<file path="src/rtl/fetch_pkg.sv">
// Shared types for the instruction fetch engine.
// FSM states, FIFO entry layout and PC step.
package fetch_pkg;

  localparam int XLEN = 32;
  localparam int unsigned PC_STEP = 4;

  typedef enum logic [1:0] {
    IDLE,
    REQ,
    DROP
  } fetch_state_t;

  typedef struct packed {
    logic [XLEN-1:0] inst;
    logic [XLEN-1:0] pc;
  } fetch_entry_t;

endpackage

</file>
<file path="src/rtl/fetch_if.sv">
// Instruction-memory read bus and decode-side handshake.
// master = fetch engine, slave = memory/decode environment.
interface fetch_if
  import fetch_pkg::*;
#(
  parameter int LENGTH = XLEN
);

  logic              imem_req;
  logic [LENGTH-1:0] imem_addr;
  logic              imem_ack;
  logic [LENGTH-1:0] imem_data;
  logic              inst_valid;
  logic [LENGTH-1:0] inst_data;
  logic [LENGTH-1:0] inst_pc;
  logic              inst_ready;

  modport master (
    output imem_req,
    output imem_addr,
    input  imem_ack,
    input  imem_data,
    output inst_valid,
    output inst_data,
    output inst_pc,
    input  inst_ready
  );

  modport slave (
    input  imem_req,
    input  imem_addr,
    output imem_ack,
    output imem_data,
    input  inst_valid,
    input  inst_data,
    input  inst_pc,
    output inst_ready
  );

endinterface

</file>
<file path="src/rtl/fetch_fifo.sv">
// Small synchronous FIFO of fetched {inst, pc} entries.
// clear wins over push/pop; pop on empty is ignored.
module fetch_fifo
  import fetch_pkg::*;
#(
  parameter int DEPTH = 2,
  parameter int CW    = $clog2(DEPTH + 1)
) (
  input  logic         clk,
  input  logic         reset_n,
  input  logic         clear,
  input  logic         push,
  input  logic         pop,
  input  fetch_entry_t entry_in,
  output logic [CW-1:0] count,
  output fetch_entry_t head
);

  localparam int AW = (DEPTH > 1) ? $clog2(DEPTH) : 1;

  fetch_entry_t   mem [DEPTH];
  logic [AW-1:0]  rd_ptr;
  logic [AW-1:0]  wr_ptr;
  logic           do_pop;

  assign do_pop = pop & (count != '0);
  assign head   = mem[rd_ptr];

  always_ff @(posedge clk or negedge reset_n) begin
    if (!reset_n) begin
      rd_ptr <= '0;
      wr_ptr <= '0;
      count  <= '0;
      for (int i = 0; i < DEPTH; i++) begin
        mem[i] <= '0;
      end
    end else if (clear) begin
      rd_ptr <= '0;
      wr_ptr <= '0;
      count  <= '0;
    end else begin
      if (push) begin
        mem[wr_ptr] <= entry_in;
        wr_ptr      <= wr_ptr + 1'b1;
      end
      if (do_pop) begin
        rd_ptr <= rd_ptr + 1'b1;
      end
      count <= count + CW'(push) - CW'(do_pop);
    end
  end

endmodule

</file>
<file path="src/rtl/fetch_unit.sv">
// Instruction fetch engine: one outstanding imem read at the
// current PC, results queued toward decode, flush discards all.
module fetch_unit
  import fetch_pkg::*;
#(
  parameter int LENGTH = XLEN,
  parameter int DEPTH  = 2
) (
  input  logic              clk,
  input  logic              reset_n,
  input  logic [LENGTH-1:0] pc,
  output logic              pc_adv,
  input  logic              flush,
  fetch_if.master           bus
);

  localparam int CW = $clog2(DEPTH + 1);

  fetch_state_t      state;
  logic [LENGTH-1:0] addr_q;
  logic              req_q;
  logic [CW-1:0]     count;
  logic [CW-1:0]     count_after;
  logic              pop;
  logic              room_now;
  logic              room_after;
  fetch_entry_t      wr_entry;
  fetch_entry_t      head;

  assign pop         = bus.inst_valid & bus.inst_ready;
  assign pc_adv      = (state == REQ) & bus.imem_ack & ~flush;
  assign count_after = count + CW'(pc_adv) - CW'(pop);
  assign room_now    = count < CW'(DEPTH);
  assign room_after  = count_after < CW'(DEPTH);
  assign wr_entry    = '{inst: bus.imem_data, pc: addr_q};

  assign bus.imem_req   = req_q;
  assign bus.imem_addr  = addr_q;
  assign bus.inst_valid = count != '0;
  assign bus.inst_data  = head.inst;
  assign bus.inst_pc    = head.pc;

  fetch_fifo #(
    .DEPTH (DEPTH)
  ) u_fifo (
    .clk      (clk),
    .reset_n  (reset_n),
    .clear    (flush),
    .push     (pc_adv),
    .pop      (pop),
    .entry_in (wr_entry),
    .count    (count),
    .head     (head)
  );

  // The next address is pc+STEP because pc_adv bumps pc on this same edge.
  always_ff @(posedge clk or negedge reset_n) begin
    if (!reset_n) begin
      state  <= IDLE;
      addr_q <= '0;
      req_q  <= 1'b0;
    end else begin
      unique case (state)
        IDLE: begin
          if (!flush && room_now) begin
            state  <= REQ;
            addr_q <= pc;
            req_q  <= 1'b1;
          end
        end
        REQ: begin
          if (flush) begin
            state <= bus.imem_ack ? IDLE : DROP;
            req_q <= ~bus.imem_ack;
          end else if (bus.imem_ack) begin
            if (room_after) begin
              addr_q <= pc + LENGTH'(PC_STEP);
            end else begin
              state <= IDLE;
              req_q <= 1'b0;
            end
          end
        end
        DROP: begin
          if (bus.imem_ack) begin
            state <= IDLE;
            req_q <= 1'b0;
          end
        end
        default: begin
          state <= IDLE;
          req_q <= 1'b0;
        end
      endcase
    end
  end

endmodule

</file>
<file path="src/flat_wrapper.sv">
// flat-port wrapper written by rule: the top's interface ports become plain ports
module fetch_unit_flat import fetch_pkg::*;
#(
  parameter int LENGTH = XLEN,
  parameter int DEPTH  = 2
)
  (clk, reset_n, pc, pc_adv, flush, bus_imem_req, bus_imem_addr, bus_imem_ack, bus_imem_data, bus_inst_valid, bus_inst_data, bus_inst_pc, bus_inst_ready);
  fetch_if #(.LENGTH(LENGTH)) bus_i ();
  input  logic clk;
  input  logic reset_n;
  input  logic [LENGTH-1:0] pc;
  output logic pc_adv;
  input  logic flush;
  output wire logic [$bits(bus_i.imem_req)-1:0] bus_imem_req;
  output wire logic [$bits(bus_i.imem_addr)-1:0] bus_imem_addr;
  input wire logic [$bits(bus_i.imem_ack)-1:0] bus_imem_ack;
  input wire logic [$bits(bus_i.imem_data)-1:0] bus_imem_data;
  output wire logic [$bits(bus_i.inst_valid)-1:0] bus_inst_valid;
  output wire logic [$bits(bus_i.inst_data)-1:0] bus_inst_data;
  output wire logic [$bits(bus_i.inst_pc)-1:0] bus_inst_pc;
  input wire logic [$bits(bus_i.inst_ready)-1:0] bus_inst_ready;
  assign bus_imem_req = bus_i.imem_req;
  assign bus_imem_addr = bus_i.imem_addr;
  assign bus_i.imem_ack = bus_imem_ack;
  assign bus_i.imem_data = bus_imem_data;
  assign bus_inst_valid = bus_i.inst_valid;
  assign bus_inst_data = bus_i.inst_data;
  assign bus_inst_pc = bus_i.inst_pc;
  assign bus_i.inst_ready = bus_inst_ready;
  fetch_unit #(.LENGTH(LENGTH), .DEPTH(DEPTH)) u_core (.clk(clk), .reset_n(reset_n), .pc(pc), .pc_adv(pc_adv), .flush(flush), .bus(bus_i));
endmodule
</file>
<file path="config.mk">
export PLATFORM = sky130hd
export DESIGN_NAME = fetch_unit_flat
export DESIGN_NICKNAME = d
export VERILOG_FILES = /design/src/rtl/fetch_pkg.sv /design/src/rtl/fetch_if.sv /design/src/rtl/fetch_fifo.sv /design/src/rtl/fetch_unit.sv /design/src/flat_wrapper.sv
export SDC_FILE = /design/constraint.sdc
export NUM_CORES = 1
export LEC_CHECK = 0
export CAP_MARGIN = 30
export CORE_MARGIN = 3
export CORE_UTILIZATION = 30
export DETAILED_ROUTE_END_ITERATION = 12
export DONT_BUFFER_PORTS = 1
export PLACE_DENSITY = 0.56
export SETUP_SLACK_MARGIN = 0.05
export SYNTH_ARGS = -nofsm -noshare
export SYNTH_HDL_FRONTEND = slang
export SYNTH_SLANG_ARGS = --single-unit
export TNS_END_PERCENT = 30
</file>
<file path="constraint.sdc">
create_clock -name clk -period 5.6 [get_ports clk]
set_clock_uncertainty 0.05 [all_clocks]
set_input_delay 0.84 -clock clk [delete_from_list [all_inputs] [get_ports clk]]
set_output_delay 0.84 -clock clk [all_outputs]
set_load 0.005 [all_outputs]
</file>
### After elaboration in Yosys (flattened, before gate mapping)

Index checks and enable logic that the tools add are counted.

* $add $sub $neg: 6
* multipliers: 0
* divide/modulo/power cells: 0
* order comparisons: 5
* equal/unequal tests: 9
* shifts and indexed selects: 0
* multiplexer cells: 29
* bitwise operators: 8
* reductions and logical operators: 11

Operators with widths (count)
* 64-bit 2-to-1 mux: 4
* 128-bit bitwise mux: 1
* 32-bit 2-to-1 mux: 4
* 64-bit demux with 1-bit select: 1
* 32-bit case mux with 2 select lines: 1
* 32-bit by 3-bit adder with 32-bit output (second input constant): 1
* 2-bit 2-to-1 mux: 7
* 1-bit 2-to-1 mux: 9
* 2-bit nonzero test: 4
* 2-bit != test (second input constant): 3
* 3-bit != test (second input constant): 2
* 2-bit case mux with 3 select lines: 1
* 5-bit AND reduction: 1
* 1-bit AND: 4
* 2-bit >= comparator (second input constant): 2
* 2-bit less-than comparator (second input constant): 2
* 2-bit by 1-bit != test with 1-bit output (second input constant): 2
* 1-bit NOT with 2-bit output: 2
* 4-bit AND reduction: 1
* 2-bit by 1-bit subtractor with 2-bit output: 2
* 1-bit case mux with 3 select lines: 1
* 1-bit adder (second input constant): 2
* 2-bit by 1-bit adder with 2-bit output: 1
* 2-bit by 1-bit equality test with 1-bit output (second input constant): 1
* 7 further kinds: 9

* register bits after elaboration: 167
* bits in latches: 0
* bits in writable memories: 0
* ROM bits: 0
* output and inout bits: 99
* word-level logic and storage cells: 78
* memories: 0

### Depth between registers and ports, before layout

Gate-level depths: netlist of run 1.

* depth in word-level cells: 10
* mapped depth: 12
* mapped depth without buffers: 8

### Hierarchy

From an unflattened synthesis of run 1, not the netlist that was laid out.

* cell total of the unflattened synthesis: 603
* area total of the unflattened synthesis: 8424.3 um^2

Modules (own cells, without submodules)
* fetch_fifo: times used 1, cells an instance 360, area an instance 6138.4 um^2, sequential area each 3303.2 um^2
* fetch_unit: times used 1, cells an instance 243, area an instance 2285.9 um^2, sequential area each 875.8 um^2

### Worst setup path after synthesis of run 1

No wires, ideal clock.

* kind: input-to-reg
* start: input flush
* end: register u_core.addr_q[30] (netlist: u_core.bus.imem_addr[30])
* setup time: 0.132 ns
* arrival: 2.813 ns
* path slack: 2.605 ns
* cell stages on the path: 11
* path buffers: 3
* cells stage by stage: and4bb_2 -> ha_1 -> inv_1 -> ha_1 -> xor2_1 -> o41ai_1 -> or2_1 -> clkbuf_1 -> buf_2 -> buf_4 -> a31oi_1

* longest elaborated chain between the ends: 7
* elaborated cells on any way between the ends: 11

Ends and longest elaborated chain
* start: declaration: RTL line flat_wrapper.sv:13 `input logic flush;`
* 1-bit NOT (no line)
* 1-bit AND: RTL line fetch_unit.sv:31 `assign pc_adv = (state == REQ) & bus.imem_ack & ~flush;`
* 2-bit by 1-bit adder with 2-bit output: RTL line fetch_unit.sv:32 `assign count_after = count + CW'(pc_adv) - CW'(pop);`
* 2-bit by 1-bit subtractor with 2-bit output: RTL line fetch_unit.sv:32
* 2-bit less-than comparator: RTL line fetch_unit.sv:34 `assign room_after = count_after < CW'(DEPTH);`
* 2-bit by 1-bit != test with 1-bit output (no line)
* 5-bit AND reduction (no line) (*)
* end signal: assignment: RTL line fetch_unit.sv:67 `addr_q <= pc;`
* end signal: assignment: RTL line fetch_unit.sv:77 `addr_q <= pc + LENGTH'(PC_STEP);`
* end: declaration: RTL line fetch_unit.sv:20 `logic [LENGTH-1:0] addr_q;`

Mark *: on every way between the ends. The rest lies on a longest branch, timed or not.
A chain may end at the register's enable or synchronous reset.

### Worst setup path in the final report of run 1

* start: register u_core.state[0]
* end: register u_core.addr_q[12] (netlist: u_core.bus.imem_addr[12])

* longest elaborated chain between the ends: 8
* elaborated cells on any way between the ends: 14

Ends and longest elaborated chain
* start: declaration: RTL line fetch_unit.sv:19 `fetch_state_t state;`
* start signal: assignment: RTL line fetch_unit.sv:73 `state <= bus.imem_ack ? IDLE : DROP;`
* 2-bit by 1-bit equality test with 1-bit output: RTL line fetch_unit.sv:31
* 1-bit AND (2 in series): RTL line fetch_unit.sv:31
* via pc_adv: RTL line flat_wrapper.sv:12 `output logic pc_adv;`
* 2-bit by 1-bit adder with 2-bit output: RTL line fetch_unit.sv:32
* 2-bit by 1-bit subtractor with 2-bit output: RTL line fetch_unit.sv:32
* 2-bit less-than comparator: RTL line fetch_unit.sv:34
* 2-bit by 1-bit != test with 1-bit output (no line)
* 5-bit AND reduction (no line)

The timed path passes the listed nets, and every way through them passes these cells.

==> results of run 1 <==
==> through the flow <==
stage	area [µm²]	instances
floorplan	7800	596
CTS	8700	923
global route	8730	924
detailed placement	8090	891
finish	8730	924
global placement	8090	891
==> how the worst max path moves through the flow <==
stage / start / to / slack, ns / cells past startpoint
floorplan: flush / u_core.bus.imem_addr[30] / 2.60 / 11
global placement: flush / u_core.bus.imem_addr[12] / 2.06 / 10
detailed placement: flush / u_core.bus.imem_addr[12] / 1.98 / 10
CTS: u_core.state[0] / u_core.bus.imem_addr[4] / 2.27 / 10
global route: u_core.state[0] / u_core.bus.imem_addr[0] / 2.08 / 10
finish: u_core.state[0] / u_core.bus.imem_addr[12] / 2.26 / 10
==> logic make-up after synthesis <==
kind of cell,share of synthesized area [%]
xor gates and xnor gates,1.99
and+or+nand+nor,7.93
buffers and inverters,2.82
DFF,53.6
adders and majority gates,0.642
AOI/OAI and AO/OA,4.57
muxes,28.4
==> cells in the final DEF (no fill, tap or decap), types with 2 or more instances in the layout <==
cell	instances
a21oi_1	11
a31oi_1	20
and2_1	2
and3_1	4
buf_4	6
bufinv_16	3
clkbuf_16	17
clkinv_2	3
clkinvlp_4	4
dfrtp_1	166
ha_1	4
inv_1	9
inv_6	2
mux2_1	5
mux2_2	191
nand2_1	13
nand3_1	8
nand4_1	4
nor2_1	7
nor3_1	33
o21ai_0	6
o31ai_1	16
or2_2	3
or3_1	4
or4_1	20
xnor2_1	11
xor2_1	4
==> cell usage after synthesis, types with 2 or more instances <==
cell type	number
nand2_1	14
and2_1	2
or3_1	4
or4_1	20
mux2_1	5
buf_2	11
a31oi_1	20
buf_4	3
ha_1	4
nor3_1	33
xor2_1	4
inv_1	9
clkbuf_1	25
nor2_1	7
nand4_1	4
or2_2	3
nand3_1	8
mux2_2	191
o21ai_0	6
dfrtp_1	167
and3_1	4
a21oi_1	11
xnor2_1	11
o31ai_1	16
==> critical path, delay by kind of cell, from the launching register on <==
family                   cells  cell delay [ns]
buffers and inverters        3             0.71
multiplexers                 1             0.37
XOR/XNOR                     1             0.31
flip-flops                   1             0.57
adder cells (fa/ha/maj)      2             0.44
AND/OR/NAND/NOR              3             0.75
==> routing by layer <==
layer,GRT usage [%],vias up,part of all wire [%]
li1,-,2163,-
met1,15.4,2453,41
met2,22.1,142,48
met3,5.83,24,8.6
met4,5.34,2,2.0
met5,0,-,0.069
==> sequential cells by signal, summed over array words and instances (netlist names) <==
register,flops
u_core.u_fifo.rd_ptr,1
u_core.u_fifo.mem,128
u_core.state,2
u_core.bus.imem_req,1
u_core.u_fifo.count,2
u_core.u_fifo.wr_ptr,1
u_core.bus.imem_addr,32
==> cell type report <==
type	count	area, µm²
Clock buffer	18	439
Tap cell	330	413
Multi-Input combinational cell	379	3420
Inverter	9	33.8
Timing Repair Buffer	7	72.6
Clock inverter	14	173
Sequential cell	167	4180
Fill cell	2456	16600
==> report_power, final <==
part	internal, µW	leakage [µW]	switching [µW]	total [µW]
logic	800	0.00126	589	1390
registers	1780	0.00202	461	2240
clock network	718	0.000291	497	1210
==> impl_metrics.yaml, run 1 <==
run_status:
  status: "finished clean"
detailed_routing:
  wl_per_cell_um: 20.3
  drc: 0
  firstDrtPassIters: 5
  vias: 4784
  drt_iter0_markers: 373
  vias_per_cell: 5.18
  totalWireLength_um: 18800
  ant_nets: 0
synthesis:
  synth_top_area_share_pct: 53.6
  syn_nets: 669
  synth_area_leader_cell: "dfrtp_1"
  ys.warnings.count: 0
  avgSynthCellArea_um2: 13.1
  synth_area_um2: 7800
  ys_ff_latch: 167
  synthArstFlopShare_pct: 100
  synth_ff_type: "dfrtp_1"
  synth_edf_count: 0
  synth.distinct_cells: 38
  synth_cells: 596
  yosysSeqAreaShare_pct: 53.6
  yosys-top-cells-area: "dfrtp_1 54%, mux2_2 28%, nor3_1 2.1%"
cts:
  cts.root.buffer_cell: "clkbuf_16"
  htree_levels: 4
  postCtsHoldBufs: 0
  numCtsBuffers: 17
  cts_tree: "done"
  cts-resized-gates: 0
  post_cts_buffers: 0
  cts_max_path_buffers: 2
  clk_pin_slew_worst_paths_ns: 0.07
  clkLatencyLatePin_ns: 0.42
  cts_sinks: 167
global_route:
  grt_pass1_wl_um: 29500
  grt_max_degree: 168
  grt_use_total_pct: 13.4
  grt_remaining_overflow: 0
  grt_pass1_vias: 5163
  antenna_found_initial: 1
sta:
  rsz0062_at_grt: "no"
  finalWorstSetupSlack_ns: 2.26
  fin_hold_ws_ns: 0.0644
  tns_ns: 0
  maxSlewViolCount: 0
  fmax_ghz: 0.299
  min_period_ns: 3.34
  fin_crit_sh_pct: 59.6
  slew_headroom_pct: 51.5
  hold_viol_final: 0
  worst_pin_slew_ns: 0.728
  setup_viol: 0
floorplan:
  io_pins: 168
  die_width_um: 167
  rows: 58
  die-area_um2: 28000
  die_h_um: 167
  coreArea_um2: 25300
  start_util_pct: 30.8
finish:
  final_util_pct: 34.5
  diodes: 0
  syn_to_final_growth_pct: 12.0
  fin_nets: 654
  layout-drive-gt1-share_pct: 40.4
worst_setup_path:
  worstReg2RegStart: "u_core.state[0]"
  cp_cell_sequence: "and4bb_2, ha_1, inv_1, ha_1, xor2_1, and3_1, buf_4, or2_1, buf_4, mux2_2"
  critPathArrivalTime_ns: 3.60
  worst-r2r-cell-count: 10
  max_stage_delay_ns: 0.57
  timing_worst_setup_path_type: "flip-flop to flip-flop"
  cp.required_ns: 5.86
  worstSetupEndpointType: "flip-flop"
  reg2reg_to: "u_core.bus.imem_addr[12]"
  cp_slowest_cell: "dfrtp_1"
  crit_path_start_kind: "flip-flop"
  reg2reg_slack_ns: 2.26
  crit_path_max_fanout: 32
job:
  cap_violations: 0
placed_design:
  gp_congestion: 0.789
  port_buffers: 0
  place_ws_ns: 1.98
  hpwl_um: 12900
min_path:
  hold_path_class: "primary input to async pin"
power:
  p_leak_uw: 0.00358
  vdd_drop_max_uv: 177
  power_density_nw_per_um2: 554
  finalPower_uw: 4840
Power figures use the tool's default switching activity.
==> run 2: changes to the inputs <==
--- a/config.mk
+++ b/config.mk
@@ -10,7 +10,7 @@
 export CORE_UTILIZATION = 30
 export DETAILED_ROUTE_END_ITERATION = 12
 export DONT_BUFFER_PORTS = 1
-export PLACE_DENSITY = 0.56
+export PLACE_DENSITY = 0.57
 export SETUP_SLACK_MARGIN = 0.05
 export SYNTH_ARGS = -nofsm -noshare
 export SYNTH_HDL_FRONTEND = slang
==> constraint.sdc (replaced) <==
create_clock -name clk -period 2.79 [get_ports clk]
set_clock_uncertainty 0.05 [all_clocks]
set_input_delay 0.4185 -clock clk [delete_from_list [all_inputs] [get_ports clk]]
set_output_delay 0.4185 -clock clk [all_outputs]
set_load 0.005 [all_outputs]
==> run 2 against run 1 <==
Against the previous run: the run now ends with negative hold slack left; sequential power increased by 98%; fmax increased by 28%; cell area increased by 0.79%; hold slack got worse by 0.42 ns; die area unchanged; clock-buffer cell count decreased by 1; critical path type unchanged; core utilization increased by 0.27 points.
==> impl_metrics.yaml, run 2 (synthesis gave the netlist of run 1 again) <==
global_route:
  grt_max_degree: 168
  grt_use_total_pct: 13.4
  grt_pass1_wl_um: 29500
  grt_remaining_overflow: 0
  antenna_found_initial: 1
  grt_pass1_vias: 5239
power:
  switching_share_pct: 32.9
  vdd_drop_max_uv: 432
  power_density_nw_per_um2: 1090
  power_frac_seq_pct: 46.4
  switchingPower_uw: 3140
  p_int_uw: 6420
  clkPwrFrac_pct: 23.5
  p_leak_uw: 0.00361
  power_frac_comb_pct: 30.1
detailed_routing:
  firstDrtPassIters: 4
  drc: 0
  vias: 4877
  ant_nets: 0
  totalWireLength_um: 18800
  vias_per_cell: 5.21
  wl_per_cell_um: 20.1
  drt_iter0_markers: 159
worst_setup_path:
  worstSetupEndpointType: "flip-flop"
  worstReg2RegStart: "u_core.state[0]"
  crit_path_max_fanout: 12
  startpoint: "u_core.state[0]"
  timing_worst_setup_path_type: "flip-flop to flip-flop"
  critPathArrivalTime_ns: 2.85
  cp.required_ns: 3.04
  crit_path_start_kind: "flip-flop"
cts:
  numCtsBuffers: 17
  clk_pin_slew_worst_paths_ns: 0.07
  cts.root.buffer_cell: "clkbuf_16"
  clkLatencyLatePin_ns: 0.42
  cts_sinks: 167
  cts_tree: "done"
  cts_max_path_buffers: 2
  postCtsHoldBufs: 2
  cts-resized-gates: 0
  htree_levels: 4
  post_cts_buffers: 0
sta:
  maxSlewViolCount: 0
  fin_hold_ws_ns: -0.360
  rsz0062_at_grt: "no"
  finalWorstSetupSlack_ns: 0.188
  min_period_ns: 2.60
  tns_ns: 0
  fmax_ghz: 0.384
  fin_crit_sh_pct: 93.3
  worst_pin_slew_ns: 0.604
  setup_viol: 0
  slew_headroom_pct: 59.7
  hold_viol_final: 167
floorplan:
  start_util_pct: 30.8
  coreArea_um2: 25300
  io_pins: 168
  die-area_um2: 28000
  rows: 58
  die_h_um: 167
  die_width_um: 167
finish:
  diodes: 0
  final_cells: 936
  regArea_um2: 4180
  max_flop_register: "u_core.u_fifo.mem"
  layout_commonest_cell: "mux2_2"
  syn_to_final_growth_pct: 12.9
  fillers: 2427
  fin_nets: 666
  multi_input_area_um2: 3420
  finalInstanceArea_um2: 8800
  final_util_pct: 34.7
  final_cell_mix: "191 x mux2_2, 166 x dfrtp_1, 33 x nor3_1"
  largest_reg_flops: 128
  layout-drive-gt1-share_pct: 41.3
run_status:
  violations: "negative hold slack"
  status: "finished with violations"
placed_design:
  port_buffers: 0
  gp_congestion: 0.792
  hpwl_um: 13000
  dpl_cell_area_um2: 8210
  place_inst: 902
  place_ws_ns: 0.173
job:
  cap_violations: 0
min_path:
  hold_path_class: "primary input to async pin"
==> run 2: cell count changes in the layout (fill, tap and decap cells not counted) <==
| cell | previous run | this run |
|---|---|---|
| clkinv_8 | 0 | 2 |
| clkinv_2 | 3 | 1 |
| dfrtp_2 | 1 | 0 |
| bufinv_16 | 3 | 0 |
| dfrtp_4 | 0 | 1 |
| clkbuf_8 | 1 | 0 |
| dlygate4sd3_1 | 0 | 2 |
| buf_12 | 0 | 3 |
| buf_4 | 6 | 14 |
| inv_6 | 2 | 6 |
| buf_16 | 1 | 0 |
==> run 2: area by class of cell <==
type,count,area share (%)
clock buffers,17,4.84
clock inverters,15,1.59
inverters,9,0.384
multi-input cells,379,38.9
flip-flops and latches,167,47.5
well taps,330,4.69
repair buffers,19,2.10
==> run 2: final timing paths <==
kind / depth (start not counted) / end / slack (ns)
max in group asynchronous: 0 / u_core.u_fifo.rd_ptr / 2.86
setup / recovery: 9 / u_core.bus.imem_addr[1] / 0.19
hold reg to reg: 1 / u_core.u_fifo.mem[76] / 0.44
setup reg to reg: 9 / u_core.bus.imem_addr[1] / 0.19
min in group clk: 1 / u_core.state[0] / 0.06
hold / removal: 0 / u_core.u_fifo.mem[37] / -0.36
==> run 2: worst max-delay path: stages, from the launching register on <==
cell      delay (ns)
dfrtp_1         0.39
and4bb_2        0.25
ha_1            0.29
inv_1           0.08
ha_1            0.19
xor2_1          0.30
and3_1          0.22
or2_1           0.22
buf_12          0.17
mux2_2          0.33
==> run 2: power by group through the flow <==
stage          logic, µW  registers (µW)  clock network, µW
6_report            2880            4430               2250
5_1_grt             3140            4620               2440
4_1_cts             2940            4470               2340
3_5_place_dp        2910            4520                  0
3_3_place_gp        2820            4420                  0
2_1_floorplan       2430            4090                  0
==> run 2: through the flow <==
stage	hold slack (ns)	total power [µW]
floorplan	0.0729	6520
global placement	0.0778	7240
detailed placement	0.0776	7430
CTS	-0.389	9750
global route	-0.392	10200
finish	-0.360	9560
==> run 2: metal layers <==
metal	part of all wire [%]	track usage, %
met5	0.059	0
met4	2.0	4.41
met3	9.1	6.35
met2	49	22.1
met1	40	15.3
